<file path="config.mk">
export PLATFORM = sky130hd
export DESIGN_NAME = mem_check_ctrl_flat
export DESIGN_NICKNAME = d
export VERILOG_FILES = /design/src/rtl/mem_check_ctrl_if.sv /design/src/rtl/mem_check_ctrl.sv /design/src/flat_wrapper.sv
export SDC_FILE = /design/constraint.sdc
export NUM_CORES = 1
export LEC_CHECK = 0
export CELL_PAD_IN_SITES_DETAIL_PLACEMENT = 0
export CELL_PAD_IN_SITES_GLOBAL_PLACEMENT = 1
export CORE_MARGIN = 2
export CORE_UTILIZATION = 34
export DETAILED_ROUTE_END_ITERATION = 8
export PLACE_DENSITY_LB_ADDON = 0.1
export SETUP_SLACK_MARGIN = 0.3
export SLEW_MARGIN = 15
export SYNTH_ARGS = -nofsm -noshare
export SYNTH_HDL_FRONTEND = slang
export SYNTH_SLANG_ARGS = --single-unit
</file>
<file path="constraint.sdc">
create_clock -name clk -period 2.2 [get_ports clk]
set_clock_uncertainty 0.2 [all_clocks]
set_input_delay 0.44 -clock clk [delete_from_list [all_inputs] [get_ports clk]]
set_output_delay 0.44 -clock clk [all_outputs]
set_load 0.05 [all_outputs]
</file>
<file path="src/rtl/mem_check_ctrl_if.sv">
// RAM-side bus of the memory check controller.
// master: the controller (drives addresses, write data and write enable).
// slave:  the RAM (returns read data one cycle after raddr).
interface mem_check_ctrl_if #(
   parameter int WID_MEM = 4,
   parameter int ADDR_W  = 14
) ();
   logic [ADDR_W-1:0]  raddr;
   logic [ADDR_W-1:0]  waddr;
   logic [WID_MEM-1:0] din;
   logic               mem_we;
   logic [WID_MEM-1:0] dout;

   modport master (
      output raddr,
      output waddr,
      output din,
      output mem_we,
      input  dout
   );

   modport slave (
      input  raddr,
      input  waddr,
      input  din,
      input  mem_we,
      output dout
   );
endinterface

</file>
<file path="src/rtl/mem_check_ctrl.sv">
// mem_check_ctrl: sweeps a RAM either writing a seeded incrementing pattern
// (FILL) or reading it back and counting mismatches (VERIFY).
// Expected word at address A is (seed + A) truncated to WID_MEM bits.
// Optional first-mismatch capture is built only when the macro
// MEM_CHECK_FIRST_ERR_EN is defined; otherwise first_err_* are tied to 0.
module mem_check_ctrl #(
   parameter int WID_MEM   = 4,
   parameter int DEPTH_MEM = 16384,
   parameter int ADDR_W    = 14
) (
   input  logic                clk,
   input  logic                reset,
   input  logic                start,
   input  logic                mode,
   input  logic [WID_MEM-1:0]  seed,
   mem_check_ctrl_if.master    mem,
   output logic                busy,
   output logic                done,
   output logic [15:0]         err_cnt,
   output logic [ADDR_W-1:0]   first_err_addr,
   output logic [WID_MEM-1:0]  first_err_data
);

   typedef enum logic [2:0] {
      S_IDLE,
      S_FILL,
      S_READ,
      S_DRAIN,
      S_DONE
   } state_t;

   // Last swept address; comparing against it stops the counter without
   // ever wrapping, even when DEPTH_MEM fills the whole address space.
   localparam logic [ADDR_W-1:0] LAST_ADDR = ADDR_W'(DEPTH_MEM - 1);

   state_t              state_q,   state_d;
   logic [ADDR_W-1:0]   cnt_q,     cnt_d;
   logic [WID_MEM-1:0]  seed_q,    seed_d;
   logic [ADDR_W-1:0]   raddr_q,   raddr_d;
   logic [ADDR_W-1:0]   waddr_q,   waddr_d;
   logic [WID_MEM-1:0]  din_q,     din_d;
   logic                mem_we_q,  mem_we_d;
   logic                busy_q,    busy_d;
   logic                done_q,    done_d;
   logic [15:0]         err_cnt_q, err_cnt_d;
   // cmp_vld_q marks the cycle in which dout belongs to cmp_addr_q
   logic                cmp_vld_q, cmp_vld_d;
   logic [ADDR_W-1:0]   cmp_addr_q, cmp_addr_d;
   logic [ADDR_W-1:0]   cnt_inc;
   logic                mismatch;

`ifdef MEM_CHECK_FIRST_ERR_EN
   logic [ADDR_W-1:0]   ferr_addr_q, ferr_addr_d;
   logic [WID_MEM-1:0]  ferr_data_q, ferr_data_d;
`endif

   function automatic logic [WID_MEM-1:0] pattern(
      input logic [WID_MEM-1:0] s,
      input logic [ADDR_W-1:0]  a
   );
      logic [ADDR_W+WID_MEM-1:0] ext;
      ext = {{WID_MEM{1'b0}}, a};
      return s + ext[WID_MEM-1:0];
   endfunction

   assign cnt_inc  = cnt_q + 1'b1;
   assign mismatch = cmp_vld_q && (mem.dout != pattern(seed_q, cmp_addr_q));

   // Next-state and next-output computation for the sweep FSM and checker.
   always_comb begin
      state_d    = state_q;
      cnt_d      = cnt_q;
      seed_d     = seed_q;
      raddr_d    = raddr_q;
      waddr_d    = waddr_q;
      din_d      = din_q;
      mem_we_d   = 1'b0;
      busy_d     = busy_q;
      done_d     = 1'b0;
      err_cnt_d  = err_cnt_q;
      cmp_vld_d  = 1'b0;
      cmp_addr_d = cmp_addr_q;
`ifdef MEM_CHECK_FIRST_ERR_EN
      ferr_addr_d = ferr_addr_q;
      ferr_data_d = ferr_data_q;
`endif

      case (state_q)
         S_IDLE: begin
            if (start) begin
               seed_d = seed;
               cnt_d  = '0;
               busy_d = 1'b1;
               if (!mode) begin
                  state_d  = S_FILL;
                  mem_we_d = 1'b1;
                  waddr_d  = '0;
                  din_d    = pattern(seed, {ADDR_W{1'b0}});
               end else begin
                  state_d   = S_READ;
                  raddr_d   = '0;
                  err_cnt_d = '0;
`ifdef MEM_CHECK_FIRST_ERR_EN
                  ferr_addr_d = '0;
                  ferr_data_d = '0;
`endif
               end
            end
         end
         S_FILL: begin
            if (cnt_q == LAST_ADDR) begin
               state_d = S_DONE;
               busy_d  = 1'b0;
               done_d  = 1'b1;
            end else begin
               cnt_d    = cnt_inc;
               mem_we_d = 1'b1;
               waddr_d  = cnt_inc;
               din_d    = pattern(seed_q, cnt_inc);
            end
         end
         S_READ: begin
            // the address presented this cycle is checked next cycle
            cmp_vld_d  = 1'b1;
            cmp_addr_d = cnt_q;
            if (cnt_q == LAST_ADDR) begin
               state_d = S_DRAIN;
            end else begin
               cnt_d   = cnt_inc;
               raddr_d = cnt_inc;
            end
         end
         S_DRAIN: begin
            state_d = S_DONE;
            busy_d  = 1'b0;
            done_d  = 1'b1;
         end
         S_DONE: begin
            state_d = S_IDLE;
         end
         default: begin
            state_d = S_IDLE;
            busy_d  = 1'b0;
         end
      endcase

      // cmp_vld_q is only ever set in READ/DRAIN, so this never races the
      // clearing done on a VERIFY start.
      if (mismatch) begin
         if (err_cnt_q != 16'hFFFF) begin
            err_cnt_d = err_cnt_q + 16'd1;
         end
`ifdef MEM_CHECK_FIRST_ERR_EN
         if (err_cnt_q == 16'd0) begin
            ferr_addr_d = cmp_addr_q;
            ferr_data_d = mem.dout;
         end
`endif
      end
   end

   // State and registered outputs; reset aborts any sweep without a done pulse.
   always_ff @(posedge clk) begin
      if (reset) begin
         state_q    <= S_IDLE;
         cnt_q      <= '0;
         seed_q     <= '0;
         raddr_q    <= '0;
         waddr_q    <= '0;
         din_q      <= '0;
         mem_we_q   <= 1'b0;
         busy_q     <= 1'b0;
         done_q     <= 1'b0;
         err_cnt_q  <= '0;
         cmp_vld_q  <= 1'b0;
         cmp_addr_q <= '0;
`ifdef MEM_CHECK_FIRST_ERR_EN
         ferr_addr_q <= '0;
         ferr_data_q <= '0;
`endif
      end else begin
         state_q    <= state_d;
         cnt_q      <= cnt_d;
         seed_q     <= seed_d;
         raddr_q    <= raddr_d;
         waddr_q    <= waddr_d;
         din_q      <= din_d;
         mem_we_q   <= mem_we_d;
         busy_q     <= busy_d;
         done_q     <= done_d;
         err_cnt_q  <= err_cnt_d;
         cmp_vld_q  <= cmp_vld_d;
         cmp_addr_q <= cmp_addr_d;
`ifdef MEM_CHECK_FIRST_ERR_EN
         ferr_addr_q <= ferr_addr_d;
         ferr_data_q <= ferr_data_d;
`endif
      end
   end

   assign mem.raddr  = raddr_q;
   assign mem.waddr  = waddr_q;
   assign mem.din    = din_q;
   assign mem.mem_we = mem_we_q;
   assign busy       = busy_q;
   assign done       = done_q;
   assign err_cnt    = err_cnt_q;

`ifdef MEM_CHECK_FIRST_ERR_EN
   assign first_err_addr = ferr_addr_q;
   assign first_err_data = ferr_data_q;
`else
   assign first_err_addr = '0;
   assign first_err_data = '0;
`endif

endmodule

</file>
<file path="src/flat_wrapper.sv">
// flat-port wrapper written by rule: the top's interface ports become plain ports
module mem_check_ctrl_flat 
#(
   parameter int WID_MEM   = 4,
   parameter int DEPTH_MEM = 16384,
   parameter int ADDR_W    = 14
)
  (clk, reset, start, mode, seed, busy, done, err_cnt, first_err_addr, first_err_data, mem_raddr, mem_waddr, mem_din, mem_mem_we, mem_dout);
  mem_check_ctrl_if #(.WID_MEM(WID_MEM), .ADDR_W(ADDR_W)) mem_i ();
  input  logic clk;
  input  logic reset;
  input  logic start;
  input  logic mode;
  input  logic [WID_MEM-1:0] seed;
  output logic busy;
  output logic done;
  output logic [15:0] err_cnt;
  output logic [ADDR_W-1:0] first_err_addr;
  output logic [WID_MEM-1:0] first_err_data;
  output wire logic [$bits(mem_i.raddr)-1:0] mem_raddr;
  output wire logic [$bits(mem_i.waddr)-1:0] mem_waddr;
  output wire logic [$bits(mem_i.din)-1:0] mem_din;
  output wire logic [$bits(mem_i.mem_we)-1:0] mem_mem_we;
  input wire logic [$bits(mem_i.dout)-1:0] mem_dout;
  assign mem_raddr = mem_i.raddr;
  assign mem_waddr = mem_i.waddr;
  assign mem_din = mem_i.din;
  assign mem_mem_we = mem_i.mem_we;
  assign mem_i.dout = mem_dout;
  mem_check_ctrl #(.WID_MEM(WID_MEM), .DEPTH_MEM(DEPTH_MEM), .ADDR_W(ADDR_W)) u_core (.clk(clk), .reset(reset), .start(start), .mode(mode), .seed(seed), .mem(mem_i), .busy(busy), .done(done), .err_cnt(err_cnt), .first_err_addr(first_err_addr), .first_err_data(first_err_data));
endmodule
</file>
==> results of run 1 <==
==> power by group through the flow <==
stage                     combinational, W  clock, W  sequential [W]
final                             0.000872   0.00154         0.00147
after global routing              0.000929   0.00163         0.00148
after CTS                         0.000787   0.00158         0.00147
after detailed placement          0.000715         0         0.00150
after global placement            0.000712         0         0.00150
after floorplan                   0.000397         0         0.00159
==> kinds of logic after synthesis <==
kind of cell | share of synthesized area (%)
muxes | 1.33
xor gates and xnor gates | 6.11
and+or+nand+nor | 23.5
adders and majority gates | 3.64
buffers and inverters | 7.93
AOI/OAI and AO/OA | 17.3
other | 0.0974
DFF | 40.0
==> routing by layer <==
layer / vias to the layer above / wire length, um / GRT usage (%)
met3: 16 / 277 / 3.07
met1: 1757 / 5440 / 24.6
li1: 1831 / - / -
met4: 0 / 262 / 8.42
met2: 53 / 5460 / 29.2
met5: - / 0 / 0
==> worst max-delay path, cell delays in order (launching register included) <==
cell	delay [ns]
sky130_fd_sc_hd__dfxtp_4	0.36
sky130_fd_sc_hd__ha_4	0.13
sky130_fd_sc_hd__inv_2	0.03
sky130_fd_sc_hd__fa_1	0.52
sky130_fd_sc_hd__xnor2_2	0.12
sky130_fd_sc_hd__nor3_2	0.07
sky130_fd_sc_hd__a21boi_2	0.25
sky130_fd_sc_hd__mux2_4	0.32
sky130_fd_sc_hd__a32o_1	0.21
==> flip-flops by register name, summed over array words and instances (netlist names) <==
register and count:
u_core.cnt_q 14, u_core.done 1, u_core.state_q 3, u_core.mem.mem_we 1, u_core.busy 1, u_core.err_cnt 16
u_core.mem.waddr 14, u_core.mem.din 4, u_core.cmp_vld_q 1, u_core.cmp_addr_q 4, u_core.mem.raddr 14, u_core.seed_q 4
==> cell type report <==
class | instances | area (sq um) | area share, %
Sequential cell | 77 | 1570 | 25.6
Clock inverter | 5 | 58.8 | 0.960
Inverter | 11 | 41.3 | 0.674
Timing Repair Buffer | 133 | 1220 | 20.0
Multi-Input combinational cell | 353 | 2800 | 45.8
Tap cell | 140 | 175 | 2.86
Clock buffer | 10 | 250 | 4.09
==> cells in the mapped netlist, types with 5 or more instances <==
cell,instances
sky130_fd_sc_hd__a21oi_1,38
sky130_fd_sc_hd__a22oi_1,16
sky130_fd_sc_hd__a31oi_1,13
sky130_fd_sc_hd__and4_1,5
sky130_fd_sc_hd__buf_2,13
sky130_fd_sc_hd__buf_4,19
sky130_fd_sc_hd__clkbuf_1,9
sky130_fd_sc_hd__dfxtp_1,77
sky130_fd_sc_hd__ha_1,8
sky130_fd_sc_hd__inv_1,11
sky130_fd_sc_hd__nand2_1,53
sky130_fd_sc_hd__nand2b_1,7
sky130_fd_sc_hd__nand3_1,21
sky130_fd_sc_hd__nor2_1,55
sky130_fd_sc_hd__nor3_1,13
sky130_fd_sc_hd__o21ai_0,16
sky130_fd_sc_hd__o21ai_1,8
sky130_fd_sc_hd__xnor2_1,15
sky130_fd_sc_hd__xor2_1,10
==> per-stage QoR <==
stage          instances  util [%]  instance area [sq um]  hold WS (ns)
6_report             729      56.0                   6120         0.271
5_1_grt              729      56.0                   6120         0.288
4_1_cts              720      51.2                   5600         0.259
3_5_place_dp         695      45.6                   4990         0.253
3_3_place_gp         695      45.6                   4990         0.248
2_1_floorplan        483         -                   4070         0.257
==> what timing repair did <==
item	in CTS	in global routing
setup buffers	8	6
pin swaps	45	29
gates cloned	2	3
gates resized for setup	96	122
endpoints found under the setup margin	95	77
==> final timing paths <==
check | start | to | slack (ns) | depth (start not counted)
max | u_core.seed_q[0]$_SDFFE_PP0P_ | u_core.err_cnt[15]$_SDFF_PP0_ | -0.12 | 8
min | u_core.mem.din[2]$_SDFFE_PP0P_ | u_core.mem.din[2]$_SDFFE_PP0P_ | 0.27 | 2
max reg2reg | u_core.seed_q[0]$_SDFFE_PP0P_ | u_core.err_cnt[15]$_SDFF_PP0_ | -0.12 | 8
min reg2reg | u_core.mem.din[2]$_SDFFE_PP0P_ | u_core.mem.din[2]$_SDFFE_PP0P_ | 0.27 | 2
==> qor.txt, run 1 <==
===============================================================================================
Aggregate routed wire length                                                          11,400 um
H-tree level count                                                                            3
Largest area contributor in the netlist                                            sky130_fd_sc_hd__dfxtp_1
Number of antenna violations at the first check in global routing                             0
Mean routed wirelength per cell                                                         15.7 um
Internal Dissipation                                                                  0.00271 W
Worst-case setup slack after placement                                                -0.367 ns
Number of vias in the routed layout                                                       3,657
Leak pwr                                                                                2.51 nW
Violations in the final reports                                                    setup timing
Areal power density over the cells                                                  635 nW/um^2
Predominant post-synthesis flop cell                                               sky130_fd_sc_hd__dfxtp_1
Height of the die                                                                        110 um
Later-pin clock latency in the skew report                                              0.34 ns
Die outline area                                                                   12,200 sq um
Leading cell type in the layout, fill and taps excluded                            sky130_fd_sc_hd__buf_4
Area growth from synthesis to layout                                                      59.1%
Maximum capacitance violations                                                                0
Max-slew violation count                                                                      0
Synth Instances                                                                             466
Critical Path Sink Type                                                                    flop
Highest attainable clock frequency                                                    0.431 GHz
All-Layer GR Usage                                                                        18.4%
Final layout net count                                                                      607
Number of failing setup endpoints in the final timing report                                 13
Number of clock sinks                                                                        77
Hold_buf cts                                                                                  0
Post-route setup TNS                                                                  -0.437 ns
Final RePlAce weighted congestion                                                         0.842
Number of violations reported at the end of detailed-routing iteration 0                    148
Root Driver                                                                        sky130_fd_sc_hd__clkbuf_16
Total power                                                                           0.00389 W
Wire length of the first global-routing pass                                          18,300 um
Power share of the combinational group                                                    22.4%
Mean instance size in the synthesized netlist                                        8.26 sq um
WP data arrival                                                                         2.35 ns
Estimated wirelength of the detail-placed design                                        7620 um
Via count of the first global-routing pass                                                3,603
Worst slew margin relative to its limit                                                   58.0%
Initial Utilization                                                                       35.2%
Total grt overflow                                                                            0
Ys Warns                                                                                      0
Cell row count                                                                               38
DR pass1 iterations                                                                           4
Setup WS post-layout                                                                  -0.121 ns
Clock input transition at the sequential cells of the worst setup and hold paths        0.06 ns
Slew of the pin with the lowest slew margin                                            0.630 ns
Clock share of power                                                                      39.7%
Peak supply drop                                                                       0.311 mV
Floorplan die width                                                                      110 um
Number of hold violations in the final report                                                 0
Core Footprint                                                                     10,900 sq um
Count of antenna-violating nets left after detailed routing                                   0
Number of ports placed on the die boundary                                                   81
Count of buffers from port buffering                                                         62
Number of buffers inserted during clock tree synthesis                                        9
ANT cells                                                                                     0
Bufs on Longest Clock Path                                                                    2
Fraction of post-synthesis cell area in the top cell type by area                         40.0%
Setup Crit Path Kind                                                                 reg -> reg
DR DRC count                                                                                  0
Most frequent cells in the layout                                                  sky130_fd_sc_hd__buf_4 (66), sky130_fd_sc_hd__dfxtp_1 (60), sky130_fd_sc_hd__nor2_1 (41)
Sequential-to-total area share from yosys stat                                            40.0%
Synth Register Bits                                                                          77
Largest fanout of any net on the critical path                                                4
Detailed-route vias per instance                                                           5.02
Net switching fraction of the power                                                       30.2%
Leading cell types by total area after synthesis                                   sky130_fd_sc_hd__dfxtp_1 (40%), sky130_fd_sc_hd__nor2_1 (5.4%), sky130_fd_sc_hd__nand2_1 (5.2%)
RSZ-0062 raised after global routing                                                       true
Summed instance area of the synthesized netlist                                      3850 sq um
Final critical-path share of the clock period                                              105%
Pin count of the biggest net entering global routing                                         50
Startpoint types                                                                           flop
Reg power frac                                                                            37.9%
EDFF count, synth                                                                             0
Shortest period the worst path allows                                                   2.32 ns
Cell variety after synth                                                                     51
Fraction of layout instances using a drive strength above 1                               44.8%
Share of flip-flops with an asynchronous set or reset                                        0%
Clock tree from TritonCTS                                                                 built
Total of fill cells in the finished design                                                1,026
P_sw                                                                                  0.00117 W
Class of the worst hold path                                                         reg -> reg
Outcome                                                                            finished with violations
Required time of the critical path                                                      2.23 ns
===============================================================================================
No activity file was read; power rests on OpenSTA's default activity.
==> inputs of run 2 (changes only) <==
Settings changed: CTS_BUF_LIST from default to sky130_fd_sc_hd__clkbuf_4 sky130_fd_sc_hd__clkbuf_8 sky130_fd_sc_hd__clkbuf_16, PLACE_DENSITY from default to 0.75, PLACE_DENSITY_LB_ADDON 0.1 to default.
==> qor.txt, run 2 (same netlist as run 1, synthesis figures left out) <==
===============================================================================================
Maximum capacitance violations                                                                0   unchanged
Clock share of power                                                                      37.8%   -1.9 points
Slew of the pin with the lowest slew margin                                            0.624 ns   -0.00616 ns
Worst slew margin relative to its limit                                                   58.4%   +0.41 points
Core Footprint                                                                     10,900 sq um   unchanged
Number of vias in the routed layout                                                       3,755   +2.7%
End of the worst register-to-register path                                         u_core.err_cnt[15]$_SDFF_PP0_
Max-slew violation count                                                                      0   unchanged
Mean routed wirelength per cell                                                         16.1 um   +2.4%
Peak supply drop                                                                       0.339 mV   +8.7%
Most frequent cells in the layout                                                  sky130_fd_sc_hd__buf_4 (62), sky130_fd_sc_hd__dfxtp_1 (59), sky130_fd_sc_hd__nor2_1 (40)
Largest fanout of any net on the critical path                                                3   -1
Register-to-register setup slack                                                       -0.08 ns   +0.04 ns
Final critical-path share of the clock period                                              104%   -1.6 points
Class of the worst hold path                                                         reg -> reg
Hold Path Cell Cnt                                                                            2   unchanged
Leak pwr                                                                                2.49 nW   -0.96%
RSZ-0062 raised after global routing                                                       true
Cell count of the worst reg-to-reg path                                                       8   unchanged
Critical Path Sink Type                                                                    flop
Die outline area                                                                   12,200 sq um   unchanged
Initial Utilization                                                                       35.2%   unchanged
Net switching fraction of the power                                                       32.2%   +2.0 points
Pin count of the biggest net entering global routing                                         50   unchanged
Clock tree from TritonCTS                                                                 built
Hold EP                                                                            u_core.mem.din[2]$_SDFFE_PP0P_
Reg power frac                                                                            39.2%   +1.3 points
Number of violations reported at the end of detailed-routing iteration 0                    143   -3.4%
Reg-to-reg critical path startpoint                                                u_core.cmp_addr_q[0]$_SDFFE_PP0P_
Cell area after layout                                                               6200 sq um   +1.2%
Height of the die                                                                        110 um   unchanged
Count of antenna-violating nets left after detailed routing                                   0   unchanged
Filler-free cell count of the finished design                                               731   +0.27%
Number of hold violations in the final report                                                 0   unchanged
Source of the worst hold timing path                                               u_core.mem.din[2]$_SDFFE_PP0P_
Root Driver                                                                        sky130_fd_sc_hd__clkbuf_16
Area growth from synthesis to layout                                                      61.1%
Highest attainable clock frequency                                                    0.438 GHz   +1.6%
DR DRC count                                                                                  0   unchanged
DR pass1 iterations                                                                           4   unchanged
WP data arrival                                                                         2.31 ns   -0.04 ns
P_sw                                                                                  0.00121 W   +2.8%
Via count of the first global-routing pass                                                3,659   +1.6%
Estimated wirelength of the detail-placed design                                        7450 um   -2.2%
Count of buffers from port buffering                                                         62   unchanged
Final RePlAce weighted congestion                                                         0.821   -2.5%
Placed cell area                                                                     4980 sq um   -0.25%
Outcome                                                                            finished with violations
Final layout net count                                                                      608   +0.16%
Total grt overflow                                                                            0   unchanged
Later-pin clock latency in the skew report                                              0.34 ns   about the same
Areal power density over the cells                                                  605 nW/um^2   -4.7%
Bufs on Longest Clock Path                                                                    2   unchanged
Clock input transition at the sequential cells of the worst setup and hold paths        0.06 ns   about the same
Number of clock sinks                                                                        77   unchanged
Detailed-route vias per instance                                                           5.14   +2.4%
Leading cell type in the layout, fill and taps excluded                            sky130_fd_sc_hd__buf_4
Number of buffers inserted during clock tree synthesis                                        9   unchanged
All-Layer GR Usage                                                                        17.6%   -0.89 points
Number of flip-flops under the largest register name                                         16   unchanged
Wire length of the first global-routing pass                                          17,700 um   -3.5%
Number of failing setup endpoints in the final timing report                                  9   -4
Total of fill cells in the finished design                                                  949   -7.5%
ANT cells                                                                                     0   unchanged
Floorplan die width                                                                      110 um   unchanged
Setup WS post-layout                                                                 -0.0847 ns   +0.0361 ns
Fraction of layout instances using a drive strength above 1                               46.2%   +1.4 points
Violations in the final reports                                                    setup timing
Internal Dissipation                                                                  0.00255 W   -6.2%
Cell row count                                                                               38   unchanged
Instance count after placement with tap cells included                                      696   +0.14%
H-tree level count                                                                            3   unchanged
Setup Crit Path Kind                                                                 reg -> reg
Shortest period the worst path allows                                                   2.28 ns   -0.0361 ns
Number of ports placed on the die boundary                                                   81   unchanged
Required time of the critical path                                                      2.22 ns   about the same
Power share of the combinational group                                                    23.0%   +0.6 points
Aggregate routed wire length                                                          11,700 um   +2.6%
Startpoint types                                                                           flop
Number of antenna violations at the first check in global routing                             0   unchanged
Hold_buf cts                                                                                  0   unchanged
===============================================================================================
run 2: cell count changes in the layout (fill, tap and decap cells not counted), sizes merged:
cell,delta
bufinv,-1
and2,-1
dlygate4sd2,+1
inv,+3
clkinvlp,+2
clkdlybuf4s50,+1
clkinv,-2
clkdlybuf4s15,+1
buf,-1
clkbuf,-1
run 2: worst max-delay path by stage:
stage / start / to / slack, ns / cells after the start
5_1_grt: u_core.cmp_addr_q[0]$_SDFFE_PP0P_ / u_core.err_cnt[15]$_SDFF_PP0_ / -0.16 / 8
2_1_floorplan: u_core.seed_q[0]$_SDFFE_PP0P_ / u_core.err_cnt[15]$_SDFF_PP0_ / -0.13 / 8
4_1_cts: u_core.cmp_addr_q[0]$_SDFFE_PP0P_ / u_core.err_cnt[15]$_SDFF_PP0_ / -0.11 / 8
6_report: u_core.cmp_addr_q[0]$_SDFFE_PP0P_ / u_core.err_cnt[15]$_SDFF_PP0_ / -0.08 / 8
3_5_place_dp: mem_dout[3] / u_core.err_cnt[15]$_SDFF_PP0_ / -0.32 / 7
3_3_place_gp: mem_dout[3] / u_core.err_cnt[15]$_SDFF_PP0_ / -0.29 / 7
run 2: what timing repair did:
item                                    in CTS  in global routing
resized for setup                           97                139
gates cloned                                 1                  3
setup buffers                               10                  5
pin swaps                                   36                 62
endpoints found under the setup margin      94                 75
run 2: metrics by stage:
step                hold WS, ns  setup WS, ns  setup TNS [ns]  utilization [%]  power (W)
floorplan                 0.257        -0.128          -0.147                -    0.00199
global placement          0.253        -0.292           -2.97             45.5    0.00219
detailed placement        0.254        -0.315           -3.39             45.5    0.00220
CTS                       0.264        -0.107          -0.583             51.2    0.00366
global route              0.292        -0.158           -1.23             56.7    0.00390
finish                    0.256       -0.0847          -0.285             56.7    0.00375
run 2: layout make-up:
class,instances,area (sq um),area share [%]
clock inverter,7,56.3,0.908
timing repair buffer,135,1250,20.2
sequential,77,1570,25.4
multi-input combinational,352,2880,46.4
clock buffer,9,225,3.63
tap,140,175,2.82
inverter,11,41.3,0.666
run 2: power by group through the flow:
stage | registers (W) | logic [W] | clock network [W]
floorplan | 0.00159 | 0.000397 | 0
global placement | 0.00150 | 0.000698 | 0
detailed placement | 0.00150 | 0.000703 | 0
CTS | 0.00147 | 0.000752 | 0.00145
global route | 0.00148 | 0.000922 | 0.00151
finish | 0.00147 | 0.000863 | 0.00142
run 2: layer usage:
| metal | up-vias | global-route usage (%) | routed length (um) |
|---|---|---|---|
| met4 | 0 | 5.08 | 182 |
| met1 | 1811 | 21.0 | 4930 |
| met2 | 105 | 31.0 | 6060 |
| met3 | 14 | 4.45 | 570 |
| met5 | - | 0 | 0 |
| li1 | 1825 | - | - |
run 2: worst max-delay path: stages, from the launching register on:
cell                       delay, ns
sky130_fd_sc_hd__dfxtp_2        0.35
sky130_fd_sc_hd__ha_4           0.14
sky130_fd_sc_hd__inv_2          0.03
sky130_fd_sc_hd__fa_1           0.44
sky130_fd_sc_hd__xnor2_1        0.18
sky130_fd_sc_hd__nor3_2         0.08
sky130_fd_sc_hd__a21boi_2       0.20
sky130_fd_sc_hd__mux2_4         0.32
sky130_fd_sc_hd__a32o_1         0.23
==> inputs of run 3 (changes only) <==
Settings changed: RECOVER_POWER from default to 100, REMOVE_ABC_BUFFERS from default to 1, SETUP_SLACK_MARGIN 0.3 to 0.5.
==> qor.txt, run 3 (same netlist as run 1, synthesis figures left out) <==
===============================================================================================
Outcome                                                                            finished with violations
Violations in the final reports                                                    setup timing
Shortest period the worst path allows                                                   2.31 ns   +0.0243 ns
Number of clock sinks                                                                        77   unchanged
Instance count after placement with tap cells included                                      691   -0.72%
Detailed-route vias per instance                                                           5.18   +0.81%
Leading cell type in the layout, fill and taps excluded                            sky130_fd_sc_hd__dfxtp_1
DR DRC count                                                                                  0   unchanged
Cell count of the worst reg-to-reg path                                                      10   +2
Number of flip-flops under the largest register name                                         16   unchanged
Clock tree from TritonCTS                                                                 built
Total grt overflow                                                                            0   unchanged
Later-pin clock latency in the skew report                                              0.34 ns   about the same
Class of the worst hold path                                                         reg -> reg
Number of hold violations in the final report                                                 0   unchanged
Reg-to-reg critical path startpoint                                                u_core.cmp_addr_q[0]$_SDFFE_PP0P_
Leak pwr                                                                                2.20 nW   -11%
Slew of the pin with the lowest slew margin                                            0.667 ns   +0.0428 ns
Areal power density over the cells                                                  646 nW/um^2   +6.8%
Final critical-path share of the clock period                                              105%   +1.1 points
Reg power frac                                                                            39.7%   +0.5 points
Root Driver                                                                        sky130_fd_sc_hd__clkbuf_16
Worst Hold Margin                                                                      0.279 ns   +0.0224 ns
Die outline area                                                                   12,200 sq um   unchanged
Footprint of the multi-input gates                                                   2700 sq um   -6.0%
Source of the worst hold timing path                                               u_core.mem.raddr[10]$_SDFFE_PP0P_
Final layout net count                                                                      606   -0.33%
Bufs on Longest Clock Path                                                                    2   unchanged
WP data arrival                                                                         2.38 ns   +0.07 ns
Number of antenna violations at the first check in global routing                             0   unchanged
Filler-free cell count of the finished design                                               729   -0.27%
Startpoint types                                                                           flop
Floorplan die width                                                                      110 um   unchanged
Height of the die                                                                        110 um   unchanged
Number of violations reported at the end of detailed-routing iteration 0                    247   +73%
Wire length of the first global-routing pass                                          18,300 um   +3.6%
ANT cells                                                                                     0   unchanged
Worst setup startpoint                                                             u_core.cmp_addr_q[0]$_SDFFE_PP0P_
Max-slew violation count                                                                      0   unchanged
Worst slew margin relative to its limit                                                   55.7%   -2.7 points
Number of failing setup endpoints in the final timing report                                 44   +35
Total area of sequential cells                                                       1550 sq um   -1.3%
Maximum capacitance violations                                                                0   unchanged
Estimated wirelength of the detail-placed design                                        7310 um   -1.9%
Required time of the critical path                                                      2.27 ns   +0.05 ns
Aggregate routed wire length                                                          11,500 um   -1.7%
H-tree level count                                                                            3   unchanged
Pin count of the biggest net entering global routing                                         50   unchanged
Core Footprint                                                                     10,900 sq um   unchanged
Number of vias in the routed layout                                                       3,775   +0.53%
Critical Path Sink Type                                                                    flop
End of the worst register-to-register path                                         u_core.err_cnt[8]$_SDFF_PP0_
Highest attainable clock frequency                                                    0.433 GHz   -1.1%
Internal Dissipation                                                                  0.00253 W   -0.73%
Most frequent cells in the layout                                                  sky130_fd_sc_hd__dfxtp_1 (67), sky130_fd_sc_hd__clkbuf_1 (55), sky130_fd_sc_hd__nand2_1 (42)
Final RePlAce weighted congestion                                                         0.833   +1.4%
Fraction of layout instances using a drive strength above 1                               35.5%   -11 points
Setup Crit Path Kind                                                                 reg -> reg
Area growth from synthesis to layout                                                      49.2%
Largest fanout of any net on the critical path                                               11   +8
All-Layer GR Usage                                                                        18.2%   +0.67 points
Power share of the combinational group                                                    23.7%   +0.7 points
Number of buffers inserted during clock tree synthesis                                        9   unchanged
Cell row count                                                                               38   unchanged
RSZ-0062 raised after global routing                                                       true
Core Util, Final                                                                          52.5%   -4.2 points
Setup WS post-layout                                                                  -0.109 ns   -0.0243 ns
Peak supply drop                                                                       0.371 mV   +9.5%
Count of antenna-violating nets left after detailed routing                                   0   unchanged
Count of buffers from port buffering                                                         62   unchanged
Via count of the first global-routing pass                                                3,721   +1.7%
Clock input transition at the sequential cells of the worst setup and hold paths        0.06 ns   about the same
DR pass1 iterations                                                                           5   +1
Mean routed wirelength per cell                                                         15.8 um   -1.5%
Number of ports placed on the die boundary                                                   81   unchanged
Net switching fraction of the power                                                       32.0%   -0.20 points
Register-to-register setup slack                                                       -0.11 ns   -0.02 ns
Total of fill cells in the finished design                                                1,021   +7.6%
CP Capture Point                                                                   u_core.err_cnt[8]$_SDFF_PP0_
P_sw                                                                                  0.00119 W   -1.7%
Hold_buf cts                                                                                  0   unchanged
Clock share of power                                                                      36.6%   -1.2 points
Initial Utilization                                                                       35.2%   unchanged
===============================================================================================
-- run 3: cell count changes in the layout (fill, tap and decap cells not counted), sizes merged --
cell           delta
a31o              +1
buf              -23
clkbuf           +45
clkdlybuf4s15     -6
clkdlybuf4s50     -3
clkinv            +4
clkinvlp          -1
dlygate4sd2      -18
dlygate4sd3       +2
inv               -3
-- run 3: what timing repair did --
item | CTS | global route
setup buffers | 13 | 6
resized for setup | 215 | 72
gates cloned | 3 | 0
pin swaps | 59 | 24
endpoints found under the setup margin | 89 | 79
-- run 3: layer usage --
layer	vias up	global-route usage (%)	routed length (um)
met5	-	0	0
met4	0	8.58	339
met3	25	4.34	550
met2	103	29.9	5640
met1	1817	22.6	5010
li1	1830	-	-
-- run 3: how the worst min path moves through the flow --
stage,endpoint,slack [ns],cells after the start
floorplan,u_core.seed_q[0]$_SDFFE_PP0P_,0.25,2
global placement,u_core.mem.din[2]$_SDFFE_PP0P_,0.24,2
detailed placement,u_core.mem.din[2]$_SDFFE_PP0P_,0.25,2
CTS,u_core.mem.raddr[10]$_SDFFE_PP0P_,0.27,2
global route,u_core.mem.raddr[11]$_SDFFE_PP0P_,0.29,2
finish,u_core.mem.raddr[10]$_SDFFE_PP0P_,0.28,2
-- run 3: area by class of cell --
type,instances,area share (%)
timing repair buffer,132,17.5
tap,140,3.05
inverter,11,0.719
sequential,77,27.0
clock buffer,9,3.92
multi-input combinational,353,47.0
clock inverter,7,0.740
-- run 3: stage by stage --
stage / setup WS (ns) / setup TNS (ns) / power, W / cell area, sq um
after floorplan: -0.157 / -0.796 / 0.00189 / 3650
after global placement: -0.302 / -3.51 / 0.00214 / 4750
after detailed placement: -0.327 / -3.88 / 0.00215 / 4750
after CTS: -0.108 / -1.02 / 0.00369 / 5620
after global routing: -0.231 / -7.66 / 0.00386 / 5750
final: -0.109 / -2.39 / 0.00371 / 5750
-- run 3: power by group through the flow --
| stage | sequential (W) | combinational, W | clock [W] |
|---|---|---|---|
| after floorplan | 0.00159 | 0.000296 | 0 |
| after global placement | 0.00149 | 0.000646 | 0 |
| after detailed placement | 0.00150 | 0.000650 | 0 |
| after CTS | 0.00147 | 0.000832 | 0.00139 |
| after global routing | 0.00148 | 0.000930 | 0.00145 |
| final | 0.00147 | 0.000881 | 0.00136 |
-- run 3: worst max-delay path: stages, from the launching register on --
cell and delay (ns):
sky130_fd_sc_hd__dfxtp_2 0.35, sky130_fd_sc_hd__ha_4 0.14, sky130_fd_sc_hd__inv_2 0.03, sky130_fd_sc_hd__fa_1 0.47, sky130_fd_sc_hd__xnor2_2 0.16, sky130_fd_sc_hd__nor3_2 0.16
sky130_fd_sc_hd__a21boi_2 0.10, sky130_fd_sc_hd__buf_4 0.15, sky130_fd_sc_hd__a21o_1 0.18, sky130_fd_sc_hd__buf_12 0.15, sky130_fd_sc_hd__a31oi_1 0.15
